==> config.mk <==
export PLATFORM = sky130hd
export DESIGN_NAME = stereo_frame_writer
export DESIGN_NICKNAME = d
export VERILOG_FILES = /design/src/rtl/stereo_pkg.sv /design/src/rtl/frame_xy_counter.sv /design/src/rtl/stereo_frame_writer.sv
export SDC_FILE = /design/constraint.sdc
export NUM_CORES = 1
export LEC_CHECK = 0
export BUFFER_PORTS_ARGS = -buffer_cell sky130_fd_sc_hd__buf_2
export CAP_MARGIN = 10
export CORE_AREA = 2 2 99 91
export DETAILED_ROUTE_END_ITERATION = 7
export DIE_AREA = 0 0 101 93
export GPL_TIMING_DRIVEN = 0
export PLACE_DENSITY = 0.48
export SYNTH_ARGS = -nofsm -noshare
export SYNTH_HDL_FRONTEND = slang
export SYNTH_HIERARCHICAL = 1
export SYNTH_SLANG_ARGS = --single-unit
==> constraint.sdc <==
create_clock -name clk_in -period 2.5 [get_ports clk_in]
set_input_delay 0.5 -clock clk_in [delete_from_list [all_inputs] [get_ports clk_in]]
set_output_delay 0.5 -clock clk_in [all_outputs]
set_load 0.005 [all_outputs]
==> src/rtl/stereo_pkg.sv <==
// Shared frame-store geometry and writer state encoding for the stereo pixel pipeline.
package stereo_pkg;

  localparam int IMG_W  = 320;
  localparam int IMG_H  = 40;
  localparam int PIX_W  = 8;
  localparam int ADDR_W = $clog2(IMG_W * IMG_H);

  typedef enum logic [1:0] {
    FW_IDLE  = 2'd0,
    FW_WRITE = 2'd1,
    FW_SWAP  = 2'd2
  } fw_state_t;

endpackage

==> src/rtl/frame_xy_counter.sv <==
// Raster position tracker (h, v, linear addr) with clear, first-pixel load, increment and eol wrap.
// The linear address is kept incrementally so no multiplier is needed.
module frame_xy_counter
  import stereo_pkg::*;
#(
  parameter int W  = IMG_W,
  parameter int H  = IMG_H,
  parameter int HW = $clog2(W),
  parameter int VW = $clog2(H),
  parameter int AW = $clog2(W * H)
) (
  input  logic          i_clk,
  input  logic          i_rst,
  input  logic          i_clr,
  input  logic          i_first,
  input  logic          i_inc,
  input  logic          i_wrap,
  output logic [HW-1:0] o_h,
  output logic [VW-1:0] o_v,
  output logic [AW-1:0] o_addr
);

  logic [HW-1:0] r_h;
  logic [VW-1:0] r_v;
  logic [AW-1:0] r_addr;

  // i_first models "pixel 0 has just been consumed": the next position is h=1, addr=1.
  always_ff @(posedge i_clk) begin
    if (i_rst || i_clr) begin
      r_h    <= '0;
      r_v    <= '0;
      r_addr <= '0;
    end else if (i_first) begin
      r_h    <= HW'(1);
      r_v    <= '0;
      r_addr <= AW'(1);
    end else if (i_wrap) begin
      r_h    <= '0;
      r_v    <= r_v + 1'b1;
      r_addr <= r_addr + 1'b1;
    end else if (i_inc) begin
      r_h    <= r_h + 1'b1;
      r_addr <= r_addr + 1'b1;
    end
  end

  assign o_h    = r_h;
  assign o_v    = r_v;
  assign o_addr = r_addr;

endmodule

==> src/rtl/stereo_frame_writer.sv <==
// Ping-pong frame writer: one pixel/cycle in, registered BRAM write one cycle after accept.
// px_ready drops only while a finished frame waits for the reader to release the bank.
module stereo_frame_writer #(
  parameter int   IMG_W  = stereo_pkg::IMG_W,
  parameter int   IMG_H  = stereo_pkg::IMG_H,
  parameter int   PIX_W  = stereo_pkg::PIX_W,
  localparam int  ADDR_W = $clog2(IMG_W * IMG_H)
) (
  input  logic              clk_in,
  input  logic              sys_rst,
  input  logic              px_valid,
  input  logic [PIX_W-1:0]  px_data,
  input  logic              px_sof,
  input  logic              px_eol,
  output logic              px_ready,
  input  logic              rd_lock,
  output logic              wr_en,
  output logic [ADDR_W-1:0] wr_addr,
  output logic [PIX_W-1:0]  wr_data,
  output logic              wr_bank,
  output logic              rd_bank,
  output logic              frame_done,
  output logic              frame_err
);

  import stereo_pkg::*;

  localparam int HW = $clog2(IMG_W);
  localparam int VW = $clog2(IMG_H);

  fw_state_t         r_state;
  logic              r_wr_bank;
  logic              r_wr_en;
  logic [ADDR_W-1:0] r_wr_addr;
  logic [PIX_W-1:0]  r_wr_data;
  logic              r_frame_done;
  logic              r_frame_err;

  fw_state_t         w_next;
  logic              w_acc;
  logic              w_write;
  logic              w_wr_zero;
  logic              w_err;
  logic              w_first;
  logic              w_inc;
  logic              w_wrap;
  logic              w_clr;
  logic              w_swap;
  logic              w_h_last;
  logic              w_v_last;
  logic [HW-1:0]     w_h;
  logic [VW-1:0]     w_v;
  logic [ADDR_W-1:0] w_addr;

  frame_xy_counter #(
    .W  (IMG_W),
    .H  (IMG_H),
    .HW (HW),
    .VW (VW),
    .AW (ADDR_W)
  ) u_xy (
    .i_clk   (clk_in),
    .i_rst   (sys_rst),
    .i_clr   (w_clr),
    .i_first (w_first),
    .i_inc   (w_inc),
    .i_wrap  (w_wrap),
    .o_h     (w_h),
    .o_v     (w_v),
    .o_addr  (w_addr)
  );

  assign px_ready = ~sys_rst & (r_state != FW_SWAP);
  assign w_acc    = px_valid & px_ready;
  assign w_h_last = (w_h == HW'(IMG_W - 1));
  assign w_v_last = (w_v == VW'(IMG_H - 1));
  assign w_swap   = (r_state == FW_SWAP) & ~rd_lock;

  always_comb begin
    w_next    = r_state;
    w_write   = 1'b0;
    w_wr_zero = 1'b0;
    w_err     = 1'b0;
    w_first   = 1'b0;
    w_inc     = 1'b0;
    w_wrap    = 1'b0;
    w_clr     = 1'b0;
    case (r_state)
      FW_IDLE: begin
        if (w_acc && px_sof) begin
          w_write   = 1'b1;
          w_wr_zero = 1'b1;
          w_first   = 1'b1;
          w_next    = FW_WRITE;
        end
      end
      FW_WRITE: begin
        if (w_acc) begin
          if (px_sof) begin
            // A new sof abandons the partial frame and restarts in place.
            w_err     = 1'b1;
            w_write   = 1'b1;
            w_wr_zero = 1'b1;
            w_first   = 1'b1;
          end else if (px_eol != w_h_last) begin
            w_err  = 1'b1;
            w_clr  = 1'b1;
            w_next = FW_IDLE;
          end else if (px_eol) begin
            w_write = 1'b1;
            if (w_v_last) begin
              w_clr  = 1'b1;
              w_next = FW_SWAP;
            end else begin
              w_wrap = 1'b1;
            end
          end else begin
            w_write = 1'b1;
            w_inc   = 1'b1;
          end
        end
      end
      FW_SWAP: begin
        if (!rd_lock) w_next = FW_IDLE;
      end
      default: w_next = FW_IDLE;
    endcase
  end

  always_ff @(posedge clk_in) begin
    if (sys_rst) begin
      r_state      <= FW_IDLE;
      r_wr_bank    <= 1'b0;
      r_wr_en      <= 1'b0;
      r_wr_addr    <= '0;
      r_wr_data    <= '0;
      r_frame_done <= 1'b0;
      r_frame_err  <= 1'b0;
    end else begin
      r_state      <= w_next;
      r_wr_en      <= w_write;
      r_frame_err  <= w_err;
      r_frame_done <= w_swap;
      if (w_write) begin
        r_wr_addr <= w_wr_zero ? '0 : w_addr;
        r_wr_data <= px_data;
      end
      if (w_swap) r_wr_bank <= ~r_wr_bank;
    end
  end

  assign wr_en      = r_wr_en;
  assign wr_addr    = r_wr_addr;
  assign wr_data    = r_wr_data;
  assign wr_bank    = r_wr_bank;
  assign rd_bank    = ~r_wr_bank;
  assign frame_done = r_frame_done;
  assign frame_err  = r_frame_err;

endmodule
* Word-level counts from Yosys, hierarchy flattened
Cells that the tools add are included.
** Operators by class
- Add/sub/neg operators :: 3
- Equal/unequal tests :: 12
- Reductions and logical operators :: 9
- Bitwise logic cells :: 8
- Mux-type cells :: 42
** Operators with widths (number)
- two-way mux 14 bit :: 3
- two-way mux 1 bit :: 29
- adder 14 x 1 -> 14 bit, second input constant :: 1
- two-way mux 2 bit :: 7
- != test 2 bit, second input constant :: 5
- adder 9 x 1 -> 9 bit, second input constant :: 1
- equality test 9 bit, second input constant :: 1
- adder 6 x 1 -> 6 bit, second input constant :: 1
- equality test 6 bit, second input constant :: 1
- != test 3 bit, second input constant :: 2
- case mux 2 bit (3 select lines) :: 1
- AND reduction 6 bit :: 1
- OR reduction 3 bit :: 2
- NOT 1 bit :: 5
- case mux 1 bit (2 select lines) :: 2
- AND 1 bit :: 3
- nonzero test 3 bit :: 1
- equality test 2 x 1 -> 1 bit, second input constant :: 1
- equality test 2 bit, second input constant :: 1
- logical NOT 2 bit :: 1
- nonzero test 2 bit :: 1
- OR reduction 2 bit :: 1
- logical AND 1 bit :: 1
- logical OR 1 bit :: 1
- != test 1 bit :: 1
** Word-level totals
- Flip-flop bits (word level) :: 57
- Word-level logic and storage cells :: 86
- Input port bits :: 14

* Longest topological paths before layout
Gate-level depths: netlist of the first run.
- Depth in word-level cells :: 9
- Depth in mapped cells :: 9
- Mapped depth without buffers :: 8

* Modules after synthesis
Netlist of the first run, hierarchy kept.
** Modules (own cells, without submodules)
- frame_xy_counter :: area an instance 1322.5 um2, times used 1, cells an instance 148, sequential area each 580.6 um2
- stereo_frame_writer :: area an instance 1138.6 um2, times used 1, cells an instance 100, sequential area each 560.5 um2

* Worst setup path after synthesis of the first run
No wires, ideal clock.
- Kind :: register to register
- Start :: register u_xy.r_h[5], in the netlist u_xy/o_h[5]
- End :: register u_xy.r_addr[13], in the netlist u_xy/o_addr[13]
- Arrival :: 2.444 ns
- Path slack :: -0.015 ns
- Clock period less this slack :: 2.515 ns
- Buffers on the path :: 1
- Library setup time :: 0.072 ns
- Required time :: 2.428 ns
- Cell stages (with the launch flop) :: 9
- Cells stage by stage :: dfxtp_1 > nor4bb_1 > nand4_1 > ha_1 > nor4b_1 > o2111ai_2 > buf_6 > nor4_1 > mux2i_1
** Between the ends
- Elaborated cells between the ends (all ways) :: 18
- Classes of those cells :: eq/ne (2); mux (13); reduce/logical (3)
** RTL lines
- start, declared :: line frame_xy_counter.sv:23 : logic [HW-1:0] r_h;
- start signal, assigned :: line frame_xy_counter.sv:42 : r_h <= r_h + 1'b1;
- equality test 9 bit * :: line stereo_frame_writer.sv:75 : assign w_h_last = (w_h == HW'(IMG_W - 1));
- != test 1 bit * :: line stereo_frame_writer.sv:105 : end else if (px_eol != w_h_last) begin
- two-way mux 1 bit * :: line stereo_frame_writer.sv:105
- two-way mux 1 bit * :: line stereo_frame_writer.sv:99 : if (px_sof) begin
- two-way mux 1 bit * :: line stereo_frame_writer.sv:98 : if (w_acc) begin
- two-way mux 1 bit * :: line stereo_frame_writer.sv:88 : case (r_state)
- named net w_wrap :: line stereo_frame_writer.sv:46 : logic w_wrap;
- two-way mux 14 bit / nonzero test 2 bit (equally long branches)
- end signal, assigned :: line frame_xy_counter.sv:40 : r_addr <= r_addr + 1'b1;
- end signal, assigned :: line frame_xy_counter.sv:43 : r_addr <= r_addr + 1'b1;
- end, declared :: line frame_xy_counter.sv:25 : logic [AW-1:0] r_addr;
Mark *: on every way through the listed nets, which the timed path passes. The rest lies on a longest branch.
A chain may end at the register's enable or synchronous reset.

* Worst setup path in the final report of the first run
- Start :: register u_xy.r_h[6], in the netlist u_xy/o_h[6]
- End :: register u_xy.r_addr[7], in the netlist u_xy/o_addr[7]
The elaborated chain is that of the path after synthesis.

==> insert_results.sql, run 1 <==
INSERT INTO impl_metrics (metric_group, metric, value, unit) VALUES
('worst_setup_path', 'worstPathArrival', '2.72', 'ns'),
('logic_synthesis', 'syn_nets', '266', ''),
('global_route', 'grt-busiest-layer', 'met1', ''),
('logic_synthesis', 'postSynthRegisterBits', '57', ''),
('place', 'gp_congestion', '0.721', ''),
('worst_setup_path', 'setup.worst_path.class', 'flop to flop', ''),
('power_and_ir_drop', 'cell_pwr_density', '614', 'nW/µm²'),
('layout', 'final_cell_count_without_fillers', '419', ''),
('route', 'viasPerCell', '4.83', ''),
('power_and_ir_drop', 'power.ir.vdd_worst', '0.000262', 'V'),
('worst_setup_path', 'critical_path.max_fanout', '8', ''),
('worst_setup_path', 'cp_slowest_stage_delay', '0.36', 'ns'),
('logic_synthesis', 'yosysWarnings', '6', ''),
('clock_tree', 'clock_network_latency_to_the_later_pin_of_the_worst_skew_pair', '0.33', 'ns'),
('clock_tree', 'tritoncts', 'built', ''),
('floorplanning', 'rows', '32', ''),
('floorplanning', 'fp.dieW', '101', 'µm'),
('place', 'dpl.hpwl', '3.75', 'mm'),
('layout', 'nNetsFinal', '330', ''),
('global_route', 'maximum_number_of_pins_on_one_net_before_global_route_repair', '11', ''),
('layout', 'final_area', '3300', 'µm²'),
('clock_tree', 'cts_htree_levels', '3', ''),
('power_and_ir_drop', 'cellLeakagePower', '1.34', 'nW'),
('timing', 'setup_violations', '1', ''),
('global_route', 'first_global_vias', '1883', ''),
('logic_synthesis', 'synth_async_reset_ratio', '0', '%'),
('global_route', 'use_met3', '4.11', '%'),
('logic_synthesis', 'postSynthAreaPerCell', '9.92', 'µm²'),
('worst_setup_path', 'critPathRequiredTime', '2.72', 'ns'),
('power_and_ir_drop', 'design_power_total', '2.03', 'mW'),
('layout', 'synthToLayoutAreaGrowth', '34.0', '%'),
('layout', 'drive_above_1_share', '33.4', '%'),
('worst_setup_path', 'crit_slowest_cell', 'sky130_fd_sc_hd__nor4b_4', ''),
('run_status', 'outcome', 'finished, violations left', ''),
('timing', 'post-route-worst-setup-slack', '-0.00114', 'ns'),
('logic_synthesis', 'synth_enable_flop_cells', '0', ''),
('route', 'drt_iter0_drc', '71', ''),
('worst_setup_path', 'crit_path_start_kind', 'flop', ''),
('timing', 'layout_min_cycle_time', '2.50', 'ns'),
('logic_synthesis', 'synthTopCellsByCount', 'sky130_fd_sc_hd__dfxtp_1 (57), sky130_fd_sc_hd__a32o_1 (16), sky130_fd_sc_hd__nor2_1 (16)', ''),
('logic_synthesis', 'synth_top_cell_area_share', '46.4', '%'),
('run', 'maxCapViolCount', '0', ''),
('timing', 'highest_attainable_clock_frequency', '400', 'MHz'),
('layout', 'insertedDiodeCount', '0', ''),
('timing', 'period_share', '100', '%'),
('route', 'drt.antenna.violating_nets', '0', ''),
('place', 'pre_cts_ws', '-0.274', 'ns'),
('logic_synthesis', 'synth_area_leaders', 'sky130_fd_sc_hd__dfxtp_1 (46%), sky130_fd_sc_hd__a32o_1 (6.5%), sky130_fd_sc_hd__mux2_2 (3.7%)', ''),
('global_route', 'residual_overflow_from_global_routing', '0', ''),
('hold_path', 'worst_min_path_class', 'primary input to flop', ''),
('global_route', 'gr_layer_usage_met1', '17.1', '%'),
('clock_tree', 'cts.sink_count', '57', ''),
('route', 'via_count', '2024', ''),
('floorplanning', 'core', '8410', 'µm²'),
('global_route', 'grt_util_all_layers', '12.3', '%'),
('timing', 'final_max_slew_viol_count', '0', ''),
('global_route', 'antenna_found_initial', '0', ''),
('global_route', 'routing_usage_on_met2', '17.1', '%'),
('route', 'finalWirelength', '5.58', 'mm'),
('logic_synthesis', 'yosysUniqueCellTypes', '45', ''),
('route', 'number_of_drc_violations_after_detailed_routing', '0', ''),
('floorplanning', 'initial_utilization', '29.3', '%'),
('worst_setup_path', 'setup.worst_path.end_class', 'flop', ''),
('run_status', 'failed_checks', 'negative setup slack', ''),
('place', 'place.detailed.instances', '390', ''),
('clock_tree', 'cts_buffer_depth', '2', ''),
('route', 'drt-pass1-iter-count', '4', ''),
('clock_tree', 'cts.root.buffer_cell', 'sky130_fd_sc_hd__clkbuf_8', ''),
('worst_setup_path', 'critical_path.top_delay_family', 'simple AND/OR/NAND/NOR gates', ''),
('floorplanning', 'area_enclosed_by_the_die_boundary', '9390', 'µm²'),
('route', 'detail_route.wl_per_cell', '13.3', 'µm');
==> repair_timing <==
action	in CTS	in global routing
pin swaps	3	13
hold buffers	0	0
gates resized for setup	14	16
endpoints found under the setup margin	25	24
gates cloned	0	1
endpoints found under the hold margin	0	0
setup buffers	2	12
==> layout by cell type, fill, tap and decap left out, types with 3 or more instances in the layout <==
cell type	instances
sky130_fd_sc_hd__buf_4	13
sky130_fd_sc_hd__nand4_1	9
sky130_fd_sc_hd__nand2b_1	5
sky130_fd_sc_hd__nor4_4	4
sky130_fd_sc_hd__xnor2_1	4
sky130_fd_sc_hd__nor2b_1	11
sky130_fd_sc_hd__nand2_1	14
sky130_fd_sc_hd__o21ai_0	10
sky130_fd_sc_hd__dfxtp_1	53
sky130_fd_sc_hd__or3_1	7
sky130_fd_sc_hd__xor2_1	8
sky130_fd_sc_hd__buf_2	42
sky130_fd_sc_hd__o21a_1	4
sky130_fd_sc_hd__a21oi_1	11
sky130_fd_sc_hd__or4_1	3
sky130_fd_sc_hd__nor2_1	16
sky130_fd_sc_hd__ha_1	3
sky130_fd_sc_hd__mux2_2	8
sky130_fd_sc_hd__clkbuf_1	3
sky130_fd_sc_hd__a32o_1	16
sky130_fd_sc_hd__inv_1	9
sky130_fd_sc_hd__mux2i_1	6
sky130_fd_sc_hd__dfxtp_2	3
sky130_fd_sc_hd__and3_1	4
sky130_fd_sc_hd__clkbuf_8	12
==> metrics by stage <==
stage | util, % | hold slack (ns)
2_1_floorplan | - | 0.442
3_3_place_gp | 33.2 | 0.466
3_5_place_dp | 33.2 | 0.474
4_1_cts | 37.1 | 0.333
5_1_grt | 39.2 | 0.355
6_report | 39.2 | 0.356
==> worst reg2reg max path: stages (launching register included) <==
cell                        delay, ns
sky130_fd_sc_hd__dfxtp_4         0.35
sky130_fd_sc_hd__nor4bb_4        0.28
sky130_fd_sc_hd__nand4_1         0.20
sky130_fd_sc_hd__ha_4            0.31
sky130_fd_sc_hd__nor4b_4         0.36
sky130_fd_sc_hd__o2111ai_2       0.21
sky130_fd_sc_hd__buf_6           0.21
sky130_fd_sc_hd__buf_4           0.15
sky130_fd_sc_hd__o31ai_4         0.23
sky130_fd_sc_hd__a21oi_1         0.09
==> per-layer routing <==
layer	share of wire, %	up-vias
met5	0	-
met4	1.4	0
met3	4.5	9
met2	45	35
met1	49	940
li1	-	1040
==> cell families after synthesis <==
family | Yosys count | synth area share, %
xor+xnor | 12 | 4.27
flops | 57 | 46.4
buf+inv | 20 | 3.97
simple gates | 89 | 21.5
fa+ha+maj | 4 | 2.03
compound gates | 52 | 15.8
mux | 14 | 6.10
==> power by group <==
part	internal, mW	switching, mW
clock	0.612	0.370
combinational	0.0543	0.0599
sequential	0.921	0.00864
==> sequential cells by signal, indices dropped and copies added (netlist names) <==
signal       count
frame_err        1
wr_bank          1
wr_addr         14
u_xy/o_h         9
wr_en            1
u_xy/o_v         6
frame_done       1
r_state          2
u_xy/o_addr     14
wr_data          8
==> layout make-up <==
type,instances,area (µm²)
fill,849,5110
multi-input combinational,171,1360
sequential,57,1150
timing repair buffer,55,338
clock buffer,11,151
tap,102,128
clock inverter,5,77.6
buffer,9,62.6
inverter,9,33.8
==> path summary, 6_finish.rpt <==
path	startpoint	end	slack (ns)	depth (start not counted)
setup / recovery	u_xy/o_h[6]$_SDFFE_PP0P_	u_xy/o_addr[7]$_SDFFE_PP0P_	-0.001	9
hold reg to reg	u_xy/o_addr[13]$_SDFFE_PP0P_	u_xy/o_addr[13]$_SDFFE_PP0P_	0.48	2
hold / removal	rd_lock	frame_done$_SDFF_PP0_	0.36	2
setup reg to reg	u_xy/o_h[6]$_SDFFE_PP0P_	u_xy/o_addr[7]$_SDFFE_PP0P_	-0.001	9
(Power assumes the default switching activity.)
==> run 2: changes to the inputs <==
--- a/config.mk
+++ b/config.mk
@@ -11,6 +11,7 @@
 export DETAILED_ROUTE_END_ITERATION = 7
 export DIE_AREA = 0 0 101 93
 export GPL_TIMING_DRIVEN = 0
+export MAX_ROUTING_LAYER = met4
 export PLACE_DENSITY = 0.48
 export SYNTH_ARGS = -nofsm -noshare
 export SYNTH_HDL_FRONTEND = slang
==> run 2 against run 1 <==
  * The flow still finishes with violations (negative setup slack)
  * Core utilization unchanged
  * Worst setup slack about the same
  * Critical path depth unchanged
  * Count of clock-buffer cells in the layout unchanged
  * Clock power about the same
  * Sequential cell count unchanged
  * Global-route usage up 0.34 points
  * Critical endpoint unchanged
==> insert_results.sql, run 2 (synthesized netlist as in run 1, its figures left out) <==
INSERT INTO impl_metrics (metric_group, metric, value, unit) VALUES
('clock_tree', 'cts.sink_count', '57', ''),
('layout', 'post-route-util', '39.2', '%'),
('route', 'drt_iter0_drc', '77', ''),
('timing', 'headroom_to_the_max_slew_limit', '65.7', '%'),
('layout', 'drive_above_1_share', '33.4', '%'),
('layout', 'insertedDiodeCount', '0', ''),
('route', 'number_of_drc_violations_after_detailed_routing', '0', ''),
('worst_setup_path', 'setup.worst_path.class', 'flop to flop', ''),
('clock_tree', 'cts.clk_slew.worst_paths', '0.07', 'ns'),
('timing', 'setup_violations', '1', ''),
('floorplanning', 'floorplan.io_pins', '42', ''),
('run_status', 'failed_checks', 'negative setup slack', ''),
('worst_setup_path', 'setup.worst_path.end_class', 'flop', ''),
('clock_tree', 'clock_network_latency_to_the_later_pin_of_the_worst_skew_pair', '0.33', 'ns'),
('floorplanning', 'core', '8410', 'µm²'),
('layout', 'nNetsFinal', '330', ''),
('timing', 'period_share', '100', '%'),
('power_and_ir_drop', 'cellLeakagePower', '1.34', 'nW'),
('timing', 'layout_min_cycle_time', '2.50', 'ns'),
('place', 'gp_congestion', '0.729', ''),
('floorplanning', 'initial_utilization', '29.3', '%'),
('floorplanning', 'area_enclosed_by_the_die_boundary', '9390', 'µm²'),
('route', 'viasPerCell', '4.83', ''),
('worst_setup_path', 'worstPathArrival', '2.72', 'ns'),
('clock_tree', 'cts_htree_levels', '3', ''),
('hold_path', 'worst_min_path_class', 'primary input to flop', ''),
('layout', 'layout_commonest_cell', 'sky130_fd_sc_hd__dfxtp_1', ''),
('layout', 'synthToLayoutAreaGrowth', '34.0', '%'),
('floorplanning', 'fp.dieW', '101', 'µm'),
('global_route', 'antenna_found_initial', '0', ''),
('place', 'placed_area', '2800', 'µm²'),
('clock_tree', 'cts.root.buffer_cell', 'sky130_fd_sc_hd__clkbuf_8', ''),
('place', 'placement.io_buffers', '40', ''),
('clock_tree', 'tritoncts', 'built', ''),
('global_route', 'first_global_vias', '1880', ''),
('timing', 'final_max_slew_viol_count', '0', ''),
('timing', 'tightestPinTransition', '0.512', 'ns'),
('clock_tree', 'number_of_clock_buffers_inserted_by_tritoncts', '9', ''),
('worst_setup_path', 'critical_path.max_fanout', '8', ''),
('timing', 'final_hold_viol_count', '0', ''),
('clock_tree', 'cts_buffer_depth', '2', ''),
('run', 'maxCapViolCount', '0', ''),
('route', 'detail_route.wl_per_cell', '13.4', 'µm'),
('timing', 'post_route_clock_skew', '0.00903', 'ns'),
('worst_setup_path', 'crit_path_start_kind', 'flop', ''),
('global_route', 'grt_util_all_layers', '12.7', '%'),
('power_and_ir_drop', 'power.ir.vdd_worst', '0.000262', 'V'),
('route', 'via_count', '2022', ''),
('timing', 'highest_attainable_clock_frequency', '400', 'MHz'),
('global_route', 'residual_overflow_from_global_routing', '0', ''),
('worst_setup_path', 'critPathRequiredTime', '2.72', 'ns'),
('route', 'drt-pass1-iter-count', '4', ''),
('layout', 'mostFrequentLayoutCells', 'sky130_fd_sc_hd__dfxtp_1 (53), sky130_fd_sc_hd__buf_2 (42), sky130_fd_sc_hd__nor2_1 (16), sky130_fd_sc_hd__a32o_1 (16), sky130_fd_sc_hd__nand2_1 (14)', ''),
('global_route', 'wire_length_of_the_first_global_routing_pass', '9.10', 'mm'),
('power_and_ir_drop', 'cell_pwr_density', '614', 'nW/µm²'),
('route', 'drt.antenna.violating_nets', '0', ''),
('floorplanning', 'rows', '32', ''),
('route', 'finalWirelength', '5.59', 'mm'),
('place', 'dpl.hpwl', '3.75', 'mm'),
('floorplanning', 'die-height', '93', 'µm'),
('run_status', 'outcome', 'finished, violations left', ''),
('layout', 'final_area', '3300', 'µm²'),
('timing', 'post-route-worst-setup-slack', '-0.00136', 'ns'),
('clock_tree', 'cts-hold-fix-buffers', '0', ''),
('place', 'pre_cts_ws', '-0.274', 'ns'),
('timing', 'grt_setup_unrepaired', 'true', ''),
('global_route', 'maximum_number_of_pins_on_one_net_before_global_route_repair', '11', '');
==> run 2: layer usage <==
layer | vias to the layer above | GRT usage (%) | wire [µm]
li1 | 1039 | - | -
met1 | 939 | 17.4 | 2820
met2 | 37 | 17.1 | 2530
met3 | 7 | 3.66 | 191
met4 | 0 | 5.97 | 58
met5 | - | - | 0
==> run 2: layout make-up <==
type,count,area [µm²]
Fill cell,849,5110
Inverter,9,33.8
Sequential cell,57,1150
Clock buffer,11,151
Tap cell,102,128
Clock inverter,5,77.6
Multi-Input combinational cell,171,1360
Buffer,9,62.6
Timing Repair Buffer,55,338
==> run 2: path summary, 6_finish.rpt <==
| kind | cells after the start | to | slack [ns] | startpoint |
|---|---|---|---|---|
| max | 9 | u_xy/o_addr[7]$_SDFFE_PP0P_ | -0.001 | u_xy/o_h[6]$_SDFFE_PP0P_ |
| min reg2reg | 2 | u_xy/o_addr[13]$_SDFFE_PP0P_ | 0.48 | u_xy/o_addr[13]$_SDFFE_PP0P_ |
| min | 2 | frame_done$_SDFF_PP0_ | 0.36 | rd_lock |
| max reg2reg | 9 | u_xy/o_addr[7]$_SDFFE_PP0P_ | -0.001 | u_xy/o_h[6]$_SDFFE_PP0P_ |
==> run 2: repair_timing <==
item	in CTS	in global routing
endpoints found under the setup margin	25	24
pin swaps	3	13
resized for setup	14	16
gates cloned	0	1
setup buffers	2	12
==> run 2: critical path: stages (launching register included) <==
cell and delay, ns:
sky130_fd_sc_hd__dfxtp_4 0.35, sky130_fd_sc_hd__nor4bb_4 0.28, sky130_fd_sc_hd__nand4_1 0.20, sky130_fd_sc_hd__ha_4 0.30, sky130_fd_sc_hd__nor4b_4 0.36, sky130_fd_sc_hd__o2111ai_2 0.21, sky130_fd_sc_hd__buf_6 0.21, sky130_fd_sc_hd__buf_4 0.15
sky130_fd_sc_hd__o31ai_4 0.23, sky130_fd_sc_hd__a21oi_1 0.09
==> run 2: power by group <==
group	switching [mW]	total (mW)	internal, mW	leakage [nW]
registers	0.00867	0.929	0.921	0.463
clock network	0.369	0.981	0.612	0.115
logic	0.0599	0.114	0.0543	0.764
total	0.438	2.02	1.59	1.34
==> run 2: through the flow <==
step	std cells	setup TNS, ns	hold slack (ns)	total power [mW]
2_1_floorplan	248	0	0.442	1.01
3_3_place_gp	390	-5.08	0.466	1.05
3_5_place_dp	390	-4.74	0.474	1.05
4_1_cts	408	-0.0361	0.333	2.06
5_1_grt	419	-0.888	0.355	2.12
6_report	419	-0.00136	0.356	2.02
==> run 3: changes to the inputs <==
--- a/config.mk
+++ b/config.mk
@@ -12,7 +12,7 @@
 export DIE_AREA = 0 0 101 93
 export GPL_TIMING_DRIVEN = 0
 export MAX_ROUTING_LAYER = met4
-export PLACE_DENSITY = 0.48
+export PLACE_DENSITY = 0.46
 export SYNTH_ARGS = -nofsm -noshare
 export SYNTH_HDL_FRONTEND = slang
 export SYNTH_HIERARCHICAL = 1
==> constraint.sdc (replaced) <==
create_clock -name clk_in -period 3 [get_ports clk_in]
set_input_delay 0.6 -clock clk_in [delete_from_list [all_inputs] [get_ports clk_in]]
set_output_delay 0.6 -clock clk_in [all_outputs]
set_load 0.005 [all_outputs]
==> run 3 against run 2 <==
  * The run now ends clean
  * Cell area fell by 8.9%
  * Combinational power fell by 23%
  * Cell count fell by 3.1%
==> insert_results.sql, run 3 (synthesized netlist as in run 1, its figures left out) <==
INSERT INTO impl_metrics (metric_group, metric, value, unit) VALUES
('run_status', 'outcome', 'finished, final reports clean', ''),
('place', 'place.detailed.instances', '390', ''),
('floorplanning', 'fp.dieW', '101', 'µm'),
('layout', 'layout.area.seq', '1140', 'µm²'),
('layout', 'post-route-util', '35.7', '%'),
('worst_setup_path', 'r2r_start', 'u_xy/o_h[5]$_SDFFE_PP0P_', ''),
('worst_setup_path', 'crit_slowest_cell', 'sky130_fd_sc_hd__nor4b_4', ''),
('layout', 'nNetsFinal', '317', ''),
('layout', 'layout_commonest_cell', 'sky130_fd_sc_hd__dfxtp_1', ''),
('route', 'drt_iter0_drc', '90', ''),
('worst_setup_path', 'worstPathCellList', 'nor4bb_1 > nand4_1 > ha_1 > nor4b_4 > o2111ai_2 > buf_6 > nor4_1 > mux2i_1', ''),
('route', 'viasPerCell', '4.91', ''),
('worst_setup_path', 'setup.worst_path.end_class', 'flop', ''),
('clock_tree', 'number_of_clock_buffers_inserted_by_tritoncts', '9', ''),
('worst_setup_path', 'reg2reg_setup_slack', '0.28', 'ns'),
('floorplanning', 'initial_utilization', '29.3', '%'),
('timing', 'post-route-worst-setup-slack', '0.279', 'ns'),
('clock_tree', 'cts.sink_count', '57', ''),
('global_route', 'grt_util_all_layers', '12.7', '%'),
('power_and_ir_drop', 'cellLeakagePower', '1.17', 'nW'),
('worst_setup_path', 'worstPathArrival', '2.98', 'ns'),
('layout', 'final_cell_count_without_fillers', '406', ''),
('global_route', 'first_global_vias', '1964', ''),
('floorplanning', 'die-height', '93', 'µm'),
('layout', 'synthToLayoutAreaGrowth', '22.1', '%'),
('layout', 'layout.filler_cells', '880', ''),
('hold_path', 'worst_hold_startpoint', 'rd_lock', ''),
('timing', 'final_max_slew_viol_count', '0', ''),
('place', 'placement.io_buffers', '40', ''),
('global_route', 'maximum_number_of_pins_on_one_net_before_global_route_repair', '11', ''),
('global_route', 'residual_overflow_from_global_routing', '0', ''),
('power_and_ir_drop', 'design_power_total', '1.54', 'mW'),
('clock_tree', 'cts.clk_slew.worst_paths', '0.06', 'ns'),
('route', 'drt.antenna.violating_nets', '0', ''),
('timing', 'highest_attainable_clock_frequency', '368', 'MHz'),
('layout', 'area_of_the_multi_input_gates', '1240', 'µm²'),
('clock_tree', 'tritoncts', 'built', ''),
('route', 'finalWirelength', '5.55', 'mm'),
('power_and_ir_drop', 'power.ir.vdd_worst', '0.000263', 'V'),
('floorplanning', 'rows', '32', ''),
('layout', 'mostFrequentLayoutCells', 'sky130_fd_sc_hd__dfxtp_1 (57), sky130_fd_sc_hd__buf_2 (42), sky130_fd_sc_hd__nor2_1 (16), sky130_fd_sc_hd__a32o_1 (16), sky130_fd_sc_hd__nand2_1 (14)', ''),
('timing', 'post_route_clock_skew', '0.00760', 'ns'),
('worst_setup_path', 'setup.worst_path.class', 'flop to flop', ''),
('route', 'number_of_drc_violations_after_detailed_routing', '0', ''),
('worst_setup_path', 'cp_slowest_stage_delay', '0.44', 'ns'),
('timing', 'setup_violations', '0', ''),
('run', 'maxCapViolCount', '0', ''),
('global_route', 'wire_length_of_the_first_global_routing_pass', '9.14', 'mm'),
('clock_tree', 'cts.root.buffer_cell', 'sky130_fd_sc_hd__clkbuf_8', ''),
('route', 'via_count', '1993', ''),
('worst_setup_path', 'critical_path.max_fanout', '10', ''),
('timing', 'period_share', '90.7', '%'),
('place', 'dpl.hpwl', '3.95', 'mm'),
('route', 'drt-pass1-iter-count', '4', ''),
('power_and_ir_drop', 'cell_pwr_density', '514', 'nW/µm²'),
('timing', 'layout_min_cycle_time', '2.72', 'ns'),
('worst_setup_path', 'setup.worst_path.start', 'u_xy/o_h[5]$_SDFFE_PP0P_', ''),
('floorplanning', 'core', '8410', 'µm²'),
('clock_tree', 'cts-hold-fix-buffers', '0', ''),
('hold_path', 'worst_min_path_class', 'primary input to flop', ''),
('timing', 'headroom_to_the_max_slew_limit', '64.1', '%'),
('clock_tree', 'clock_network_latency_to_the_later_pin_of_the_worst_skew_pair', '0.33', 'ns'),
('timing', 'final_hold_viol_count', '0', ''),
('route', 'detail_route.wl_per_cell', '13.7', 'µm'),
('place', 'gp_congestion', '0.714', ''),
('layout', 'insertedDiodeCount', '0', ''),
('floorplanning', 'floorplan.io_pins', '42', ''),
('clock_tree', 'cts_buffer_depth', '2', ''),
('place', 'pre_cts_ws', '-0.170', 'ns'),
('worst_setup_path', 'crit_path_start_kind', 'flop', ''),
('floorplanning', 'area_enclosed_by_the_die_boundary', '9390', 'µm²'),
('clock_tree', 'cts_htree_levels', '3', ''),
('worst_setup_path', 'critPathRequiredTime', '3.26', 'ns'),
('layout', 'drive_above_1_share', '25.3', '%'),
('clock_tree', 'post_cts_buffers', '0', ''),
('timing', 'tightestPinTransition', '0.537', 'ns'),
('global_route', 'antenna_found_initial', '0', '');
-- run 3: stage by stage --
stage / area [µm²] / hold WS [ns] / TNS [ns]
3_5_place_dp: 2790 / 0.471 / -0.586
3_3_place_gp: 2790 / 0.461 / -0.449
4_1_cts: 2990 / 0.437 / 0
2_1_floorplan: 2460 / 0.442 / 0
6_report: 3000 / 0.456 / 0
5_1_grt: 3000 / 0.451 / -0.0582
-- run 3: cell type report --
cell class | count | share of cell area [%]
Inverter | 9 | 1.12
Tap cell | 102 | 4.25
Multi-Input combinational cell | 171 | 41.4
Clock buffer | 14 | 6.08
Timing Repair Buffer | 40 | 6.66
Buffer | 11 | 2.17
Sequential cell | 57 | 38.0
Clock inverter | 2 | 0.333
-- run 3: path summary, 6_finish.rpt --
path,endpoint,cells after the start
min reg2reg,u_xy/o_addr[13]$_SDFFE_PP0P_,2
max reg2reg,u_xy/o_addr[13]$_SDFFE_PP0P_,8
max,u_xy/o_addr[13]$_SDFFE_PP0P_,8
min,frame_done$_SDFF_PP0_,2
-- run 3: worst max-delay path: cells and delay by family, from the launching register on --
family / cells / cell delay [ns]
fa+ha+maj: 1 / 0.41
simple gates: 4 / 1.21
buf+inv: 1 / 0.19
flops: 1 / 0.40
mux: 1 / 0.22
compound gates: 1 / 0.21
-- run 3: power breakdown --
group / internal (mW) / total, mW / switching [mW]
Combinational: 0.0378 / 0.0879 / 0.0501
Sequential: 0.768 / 0.776 / 0.00730
Clock: 0.388 / 0.681 / 0.294
Total: 1.19 / 1.54 / 0.351
-- run 3: routing by layer --
layer  GRT usage, %  part of all wire, %  wire, µm  up-vias
met3           3.81                  3.2       178        6
met4           5.07                  1.1        61        0
met5              -                    0         0        -
li1               -                    -         -     1020
met2           18.2                   45      2490       28
met1           16.9                   51      2820      939
-- run 3: repair_timing --
| action | CTS | global route |
|---|---|---|
| gates resized for setup | 1 | 4 |
| hold endpoints to repair | 0 | 0 |
| setup endpoints to repair | 5 | 13 |
| pin swaps | 0 | 0 |
